**src/rtl/spi_regbank_pkg.sv**
```systemverilog
// Shared types and constants for the SPI register bank.
// The command byte carries the write flag in its MSB and a 7-bit address in its low bits.
package spi_regbank_pkg;
    typedef enum logic [1:0] {IDLE, CMD, DATA} spi_state_e;
    localparam int CMD_W  = 8;
    localparam int RW_BIT = 7;
endpackage

```
**src/rtl/spi_regbank_if.sv**
```systemverilog
// SPI pin bundle between an external SPI master and the register bank.
interface spi_regbank_if;
    logic spi_cs_n;
    logic spi_clk;
    logic spi_mosi;
    logic spi_miso;

    modport master (output spi_cs_n, output spi_clk, output spi_mosi, input spi_miso);
    modport slave  (input spi_cs_n, input spi_clk, input spi_mosi, output spi_miso);
endinterface

```
**src/rtl/spi_slave_if.sv**
```systemverilog
// SPI mode-0 slave engine: pin sync, edge detect, frame FSM, shift registers and counters.
// Produces a registered write strobe per completed word and preloads read data for the next word.
module spi_slave_if
    import spi_regbank_pkg::*;
#(
    parameter int WIDTH  = 8,
    parameter int ADDR_W = 4
) (
    input  logic              clk,
    input  logic              rstb,
    input  logic              ena,
    spi_regbank_if.slave      spi,
    output logic [ADDR_W-1:0] addr,
    output logic [WIDTH-1:0]  wdata,
    output logic              wr_stb,
    input  logic [WIDTH-1:0]  rdata
);
    localparam int SH_W  = (CMD_W > WIDTH) ? CMD_W : WIDTH;
    localparam int CNT_W = $clog2(SH_W);
    localparam logic [RW_BIT-1:0] LOW_MASK = RW_BIT'((1 << ADDR_W) - 1);

    logic [1:0]        cs_sync, sck_sync, mosi_sync;
    logic              cs_prev, sck_prev;
    logic              cs_s, sck_s, mosi_s;
    logic              cs_fall, sck_rise, sck_fall, frame_live;
    logic              cmd_done, word_done;
    spi_state_e        state_q, state_d;
    logic [CNT_W-1:0]  cnt_q;
    logic [SH_W-1:0]   rx_q, shift_nxt;
    logic [WIDTH-1:0]  tx_q;
    logic              miso_q, rw_q, load_pend, inc_pend;
    logic [RW_BIT-1:0] addr_q;
    logic              in_range;

    // cs sync resets low so a frame already in progress at reset release is not seen as a new fall
    always_ff @(posedge clk or negedge rstb) begin
        if (!rstb) begin
            cs_sync   <= '0;
            sck_sync  <= '0;
            mosi_sync <= '0;
            cs_prev   <= 1'b0;
            sck_prev  <= 1'b0;
        end else begin
            cs_sync   <= {cs_sync[0], spi.spi_cs_n};
            sck_sync  <= {sck_sync[0], spi.spi_clk};
            mosi_sync <= {mosi_sync[0], spi.spi_mosi};
            cs_prev   <= cs_sync[1];
            sck_prev  <= sck_sync[1];
        end
    end

    assign cs_s      = cs_sync[1];
    assign sck_s     = sck_sync[1];
    assign mosi_s    = mosi_sync[1];
    assign cs_fall   = cs_prev & ~cs_s;
    assign sck_rise  = sck_s & ~sck_prev;
    assign sck_fall  = ~sck_s & sck_prev;
    assign shift_nxt = {rx_q[SH_W-2:0], mosi_s};
    assign in_range  = (addr_q & ~LOW_MASK) == '0;
    assign addr      = addr_q[ADDR_W-1:0];

    always_ff @(posedge clk or negedge rstb) begin
        if (!rstb) state_q <= IDLE;
        else       state_q <= state_d;
    end

    always_comb begin
        state_d    = state_q;
        frame_live = ena & ~cs_s;
        cmd_done   = 1'b0;
        word_done  = 1'b0;
        case (state_q)
            IDLE: if (ena && cs_fall) state_d = CMD;
            CMD: begin
                if (frame_live && sck_rise && cnt_q == CNT_W'(CMD_W - 1)) begin
                    cmd_done = 1'b1;
                    state_d  = DATA;
                end
            end
            DATA: if (frame_live && sck_rise && cnt_q == CNT_W'(WIDTH - 1)) word_done = 1'b1;
            default: state_d = IDLE;
        endcase
        if (!frame_live) state_d = IDLE;
    end

    always_ff @(posedge clk or negedge rstb) begin
        if (!rstb) begin
            cnt_q     <= '0;
            rx_q      <= '0;
            tx_q      <= '0;
            miso_q    <= 1'b0;
            rw_q      <= 1'b0;
            addr_q    <= '0;
            wdata     <= '0;
            wr_stb    <= 1'b0;
            load_pend <= 1'b0;
            inc_pend  <= 1'b0;
        end else begin
            wr_stb    <= 1'b0;
            load_pend <= 1'b0;
            inc_pend  <= 1'b0;
            if (state_q == IDLE || state_d == IDLE) begin
                cnt_q  <= '0;
                miso_q <= 1'b0;
            end else begin
                if (sck_rise) begin
                    rx_q <= shift_nxt;
                    if (cmd_done) begin
                        cnt_q     <= '0;
                        rw_q      <= shift_nxt[RW_BIT];
                        addr_q    <= shift_nxt[RW_BIT-1:0];
                        load_pend <= 1'b1;
                    end else if (word_done) begin
                        cnt_q    <= '0;
                        wdata    <= shift_nxt[WIDTH-1:0];
                        wr_stb   <= rw_q & in_range;
                        inc_pend <= 1'b1;
                    end else begin
                        cnt_q <= cnt_q + CNT_W'(1);
                    end
                end
                // increment waits one clk so the write strobe still sees the word's own address
                if (inc_pend) begin
                    addr_q    <= (addr_q & ~LOW_MASK) | ((addr_q + RW_BIT'(1)) & LOW_MASK);
                    load_pend <= 1'b1;
                end
                if (load_pend) begin
                    tx_q <= in_range ? rdata : '0;
                end else if (sck_fall && state_q == DATA) begin
                    miso_q <= tx_q[WIDTH-1];
                    tx_q   <= tx_q << 1;
                end
            end
        end
    end

    assign spi.spi_miso = miso_q & (state_q != IDLE) & ~spi.spi_cs_n;
endmodule

```
**src/rtl/spi_regbank.sv**
```systemverilog
// SPI-accessible register bank: RW config registers plus sticky (W1C) or live status registers.
// Burst access auto-increments the address; config writes pulse cfg_wr_o after the new value lands.
module spi_regbank
    import spi_regbank_pkg::*;
#(
    parameter int                       NUM_CFG    = 8,
    parameter int                       NUM_STS    = 2,
    parameter int                       WIDTH      = 8,
    parameter int                       STS_STICKY = 1,
    parameter logic [NUM_CFG*WIDTH-1:0] CFG_RST    = '0
) (
    input  logic                     clk,
    input  logic                     rstb,
    input  logic                     ena,
    spi_regbank_if.slave             spi,
    output logic [NUM_CFG*WIDTH-1:0] cfg_o,
    output logic [NUM_CFG-1:0]       cfg_wr_o,
    input  logic [NUM_STS*WIDTH-1:0] sts_i
);
    localparam int ADDR_W = $clog2(NUM_CFG + NUM_STS);

    if (ADDR_W > RW_BIT) begin : g_addr_w_chk
        $error("spi_regbank: register map does not fit the 7-bit command address");
    end

    logic [ADDR_W-1:0] addr;
    logic [WIDTH-1:0]  wdata, rdata;
    logic              wr_stb, wr_en;
    logic [WIDTH-1:0]  cfg_q   [NUM_CFG];
    logic [WIDTH-1:0]  sts_q   [NUM_STS];
    logic [WIDTH-1:0]  sts_clr [NUM_STS];

    spi_slave_if #(.WIDTH(WIDTH), .ADDR_W(ADDR_W)) u_spi (
        .clk    (clk),
        .rstb   (rstb),
        .ena    (ena),
        .spi    (spi),
        .addr   (addr),
        .wdata  (wdata),
        .wr_stb (wr_stb),
        .rdata  (rdata)
    );

    assign wr_en = wr_stb & ena;

    always_ff @(posedge clk or negedge rstb) begin
        if (!rstb) begin
            for (int k = 0; k < NUM_CFG; k++) cfg_q[k] <= CFG_RST[k*WIDTH +: WIDTH];
            cfg_wr_o <= '0;
        end else begin
            cfg_wr_o <= '0;
            for (int k = 0; k < NUM_CFG; k++) begin
                if (wr_en && addr == ADDR_W'(k)) begin
                    cfg_q[k]    <= wdata;
                    cfg_wr_o[k] <= 1'b1;
                end
            end
        end
    end

    always_comb begin
        for (int j = 0; j < NUM_STS; j++) begin
            sts_clr[j] = '0;
            if (wr_en && addr == ADDR_W'(NUM_CFG + j)) sts_clr[j] = wdata;
        end
    end

    // a set arriving in the same clk as its W1C wins because the OR is applied after the clear
    always_ff @(posedge clk or negedge rstb) begin
        if (!rstb) begin
            for (int j = 0; j < NUM_STS; j++) sts_q[j] <= '0;
        end else begin
            for (int j = 0; j < NUM_STS; j++) begin
                if (STS_STICKY != 0) sts_q[j] <= (sts_q[j] & ~sts_clr[j]) | sts_i[j*WIDTH +: WIDTH];
                else                 sts_q[j] <= sts_i[j*WIDTH +: WIDTH];
            end
        end
    end

    always_comb begin
        rdata = '0;
        for (int k = 0; k < NUM_CFG; k++) if (addr == ADDR_W'(k)) rdata = cfg_q[k];
        for (int j = 0; j < NUM_STS; j++) if (addr == ADDR_W'(NUM_CFG + j)) rdata = sts_q[j];
    end

    for (genvar k = 0; k < NUM_CFG; k++) begin : g_cfg_o
        assign cfg_o[k*WIDTH +: WIDTH] = cfg_q[k];
    end
endmodule

```
**src/flat_wrapper.sv**
```systemverilog
// flat-port wrapper written by rule: the top's interface ports become plain ports
module spi_regbank_flat import spi_regbank_pkg::*;
#(
    parameter int                       NUM_CFG    = 8,
    parameter int                       NUM_STS    = 2,
    parameter int                       WIDTH      = 8,
    parameter int                       STS_STICKY = 1,
    parameter logic [NUM_CFG*WIDTH-1:0] CFG_RST    = '0
)
  (clk, rstb, ena, cfg_o, cfg_wr_o, sts_i, spi_spi_cs_n, spi_spi_clk, spi_spi_mosi, spi_spi_miso);
  spi_regbank_if spi_i ();
  input  logic clk;
  input  logic rstb;
  input  logic ena;
  output logic [NUM_CFG*WIDTH-1:0] cfg_o;
  output logic [NUM_CFG-1:0] cfg_wr_o;
  input  logic [NUM_STS*WIDTH-1:0] sts_i;
  input wire logic [$bits(spi_i.spi_cs_n)-1:0] spi_spi_cs_n;
  input wire logic [$bits(spi_i.spi_clk)-1:0] spi_spi_clk;
  input wire logic [$bits(spi_i.spi_mosi)-1:0] spi_spi_mosi;
  output wire logic [$bits(spi_i.spi_miso)-1:0] spi_spi_miso;
  assign spi_i.spi_cs_n = spi_spi_cs_n;
  assign spi_i.spi_clk = spi_spi_clk;
  assign spi_i.spi_mosi = spi_spi_mosi;
  assign spi_spi_miso = spi_i.spi_miso;
  spi_regbank #(.NUM_CFG(NUM_CFG), .NUM_STS(NUM_STS), .WIDTH(WIDTH), .STS_STICKY(STS_STICKY), .CFG_RST(CFG_RST)) u_core (.clk(clk), .rstb(rstb), .ena(ena), .spi(spi_i), .cfg_o(cfg_o), .cfg_wr_o(cfg_wr_o), .sts_i(sts_i));
endmodule
```
**config.mk**
```make
export PLATFORM = sky130hd
export DESIGN_NAME = spi_regbank_flat
export DESIGN_NICKNAME = d
export VERILOG_FILES = /design/src/rtl/spi_regbank_pkg.sv /design/src/rtl/spi_regbank_if.sv /design/src/rtl/spi_slave_if.sv /design/src/rtl/spi_regbank.sv /design/src/flat_wrapper.sv
export SDC_FILE = /design/constraint.sdc
export NUM_CORES = 1
export LEC_CHECK = 0
export ABC_AREA = 1
export BUFFER_PORTS_ARGS = -buffer_cell sky130_fd_sc_hd__buf_2
export CORE_MARGIN = 3
export CORE_UTILIZATION = 40
export CTS_CLUSTER_DIAMETER = 80
export CTS_CLUSTER_SIZE = 30
export DETAILED_ROUTE_END_ITERATION = 8
export MAX_ROUTING_LAYER = met4
export PLACE_DENSITY = 0.6
export SETUP_SLACK_MARGIN = 0.1
export SLEW_MARGIN = 20
export SYNTH_ARGS = -nofsm -noshare
export SYNTH_HDL_FRONTEND = slang
export SYNTH_SLANG_ARGS = --single-unit
```
**constraint.sdc**
```tcl
create_clock -name clk -period 2.7 [get_ports clk]
set_input_delay 0.135 -clock clk [delete_from_list [all_inputs] [get_ports clk]]
set_output_delay 0.135 -clock clk [all_outputs]
set_load 0.005 [all_outputs]
```
==> out/qor.yml <==
placed_design:
  dp_hpwl_mm: 12.0
  placed_area_um2: 6800
  routabilityCongestion: 0.876
  io_buffers: 94
  dp_slack_ps: 343
floorplanning:
  io_pins: 95
  floorplan.die.height_um: 130
  std_cell_rows: 44
  initial_core_util_pct: 41.6
  die_area_um2: 16900
  die_w_um: 130
  core-area_um2: 14800
power_and_ir_drop:
  power.density_nw_per_um2: 606
  peakVddDrop_mv: 0.463
  leakagePower_uw: 0.00386
yosys:
  syn_avg_cell_area_um2: 8.44
  ys_seq_area_share_pct: 55.3
  yosysMostFrequentCell: "nand2_1"
  synth.area.top_cells: "dfrtp_1 55%, nand2_1 12%, o21ai_0 8.2%"
  synth_edf_count: 0
  synthFlopType: "dfrtp_1"
  ys_types: 34
  synth_nets: 758
  syn-instance-count: 730
  synth_area_um2: 6160
  synthArstFlopShare_pct: 100
  synth_top_area_cell: "dfrtp_1"
  netlist.area_leader.share_pct: 55.3
  synth_warnings: 0
  synthTopCellsByCount: "189 x nand2_1, 136 x dfrtp_1, 103 x inv_1, 101 x o21ai_0, 48 x nand3_1"
  synth_seq_cells: 136
clock_tree:
  path_clk_slew_ps: 60
  cts_tree: "built"
  cts.sinks: 136
  root_buffer: "clkbuf_16"
  post_cts_buffers: 0
  htree_levels: 4
  cts_buffers: 17
  clk_latency_ps: 420
  cts.path.max_buffers: 2
sta:
  relSlewSlack_pct: 42.8
  period_share_pct: 81.2
  rsz0062_at_grt: "false"
  hold_viol: 0
  setup_tns_ps: 0
  hold-worst-slack_ps: 149
  max_slew.worst_pin.slew_ps: 854
  finalWorstSetupSlack_ps: 507
  finalSetupViolCount: 0
  skew_ps: 6.56
  maxSlewViolCount: 0
  fmax_ghz: 0.456
  fin_crit_ps: 2190
routing:
  ant_nets: 0
  drtIter0Drc: 431
  drc: 0
  wl_per_cell_um: 16.1
  first_pass_iters: 5
  routed_via_density: 4.98
  wl_mm: 16.9
  vias: 5213
grt:
  grt_max_degree: 69
  grt_pass1_wl_mm: 27.2
  grt_pass1_vias: 5026
  grt_usage_pct: 21.7
  overflow: 0
  antenna_found_initial: 0
outcome:
  status: "finished clean"
layout:
  fin_nets: 878
  diodes: 0
  n_fill_cell: 1408
  drive_above_1_share_pct: 18.7
  fin_area_um2: 7630
  syn2layout_area_growth_pct: 23.9
job:
  cap_violations: 0
worst_hold_path:
  hold_class: "in2reg"
critical_path:
  crit_fanout: 8
  critPathCaptureType: "register"
  critPathLaunchType: "register"
  path_class: "reg2reg"
  worst_ep_required_time_ps: 3060
  arrival_ps: 2550
-- power breakdown --
part / total, uW / switching (uW) / internal (uW)
logic: 121 / 75.1 / 46.1
clock network: 2410 / 847 / 1570
registers: 2090 / 20.7 / 2070
total: 4620 / 943 / 3680
-- cell families after synthesis --
family	count (synthesis)	synth area share, %
AND/OR/NAND/NOR	316	23.0
flip-flops	136	55.3
AO/OA/AOI/OAI	145	12.3
buffers and inverters	127	8.23
adder cells (fa/ha/maj)	6	1.22
-- path summary, 6_finish.rpt --
check / startpoint / to / slack, ps / cells past startpoint
hold / removal: ena / u_core.u_spi.state_q[0] / 150 / 5
max in group asynchronous: rstb / u_core.cfg_o[1] / 1610 / 3
setup reg to reg: u_core.u_spi.addr_q[0] / u_core.u_spi.tx_q[0] / 510 / 16
hold reg to reg: u_core.u_spi.sck_sync[0] / u_core.u_spi.sck_sync[1] / 340 / 0
min in group asynchronous: rstb / u_core.sts_q[13] / 280 / 2
setup / recovery: u_core.u_spi.addr_q[0] / u_core.u_spi.tx_q[0] / 510 / 16
-- metrics by stage --
stage | cells | total power, uW | util, %
finish | 1046 | 4620 | 51.5
global route | 1046 | 4770 | 51.5
CTS | 1046 | 4660 | 51.5
detailed placement | 995 | 2230 | 45.9
global placement | 995 | 2220 | 45.9
floorplan | 730 | 2150 | -
-- layer usage --
| metal | up-vias | GRT usage [%] | share of wire [%] |
|---|---|---|---|
| met5 | - | - | 0 |
| met4 | 0 | 6.36 | 0.90 |
| met3 | 11 | 4.01 | 4.7 |
| met2 | 132 | 34.0 | 49 |
| met1 | 2510 | 29.1 | 46 |
| li1 | 2560 | - | - |
-- cell usage in the layout (no fill, tap or decap), types with 4 or more instances in the layout --
| master | instances |
|---|---|
| a21oi_1 | 29 |
| buf_2 | 93 |
| buf_4 | 4 |
| clkbuf_16 | 17 |
| clkbuf_8 | 5 |
| dfrtp_1 | 136 |
| dlygate4sd3_1 | 20 |
| ha_1 | 6 |
| inv_1 | 103 |
| inv_2 | 5 |
| nand2_1 | 189 |
| nand2_2 | 5 |
| nand3_1 | 48 |
| nand4_1 | 6 |
| nor2_1 | 40 |
| nor2_4 | 7 |
| o21ai_0 | 101 |
| o21ai_1 | 7 |
| or2_2 | 7 |
-- registers in the layout, indices dropped and copies added, names as in the netlist, 2 cells and up --
signal / count
u_core.u_spi.sck_sync: 2
u_core.u_spi.state_q: 2
u_core.sts_q: 16
u_core.u_spi.cnt_q: 3
u_core.u_spi.tx_q: 8
u_core.u_spi.wdata: 8
u_core.u_spi.rx_q: 7
u_core.u_spi.addr_q: 7
u_core.cfg_wr_o: 8
u_core.u_spi.cs_sync: 2
u_core.u_spi.mosi_sync: 2
u_core.cfg_o: 64
-- repair_timing --
action / in CTS / in global routing
hold endpoints to repair: 84 / 0
hold buffers: 20 / 0
setup endpoints to repair: 0 / 8
resized for setup: 0 / 1
-- critical path, stage by stage (launching register included) --
cell and delay [ps]:
dfrtp_1 420, inv_1 130, ha_1 360, inv_1 140, nor2_1 230, nand3_1 100
nand3_1 100, nand3_1 110, nand3_1 100, nand2_1 50, nand2_1 70, nand2_1 60
nand2_1 50, nand2_1 40, nand2_1 50, nand2_1 60, nand2_1 60
-- final cells by class --
type	instances	area (um^2)	area share (%)
Clock buffer	24	502	6.58
Clock inverter	7	115	1.51
Inverter	110	415	5.45
Multi-Input combinational cell	467	2250	29.6
Sequential cell	136	3400	44.6
Tap cell	184	230	3.02
Timing Repair Buffer	118	707	9.27
Note: power is estimated with default switching activity, not from simulation.
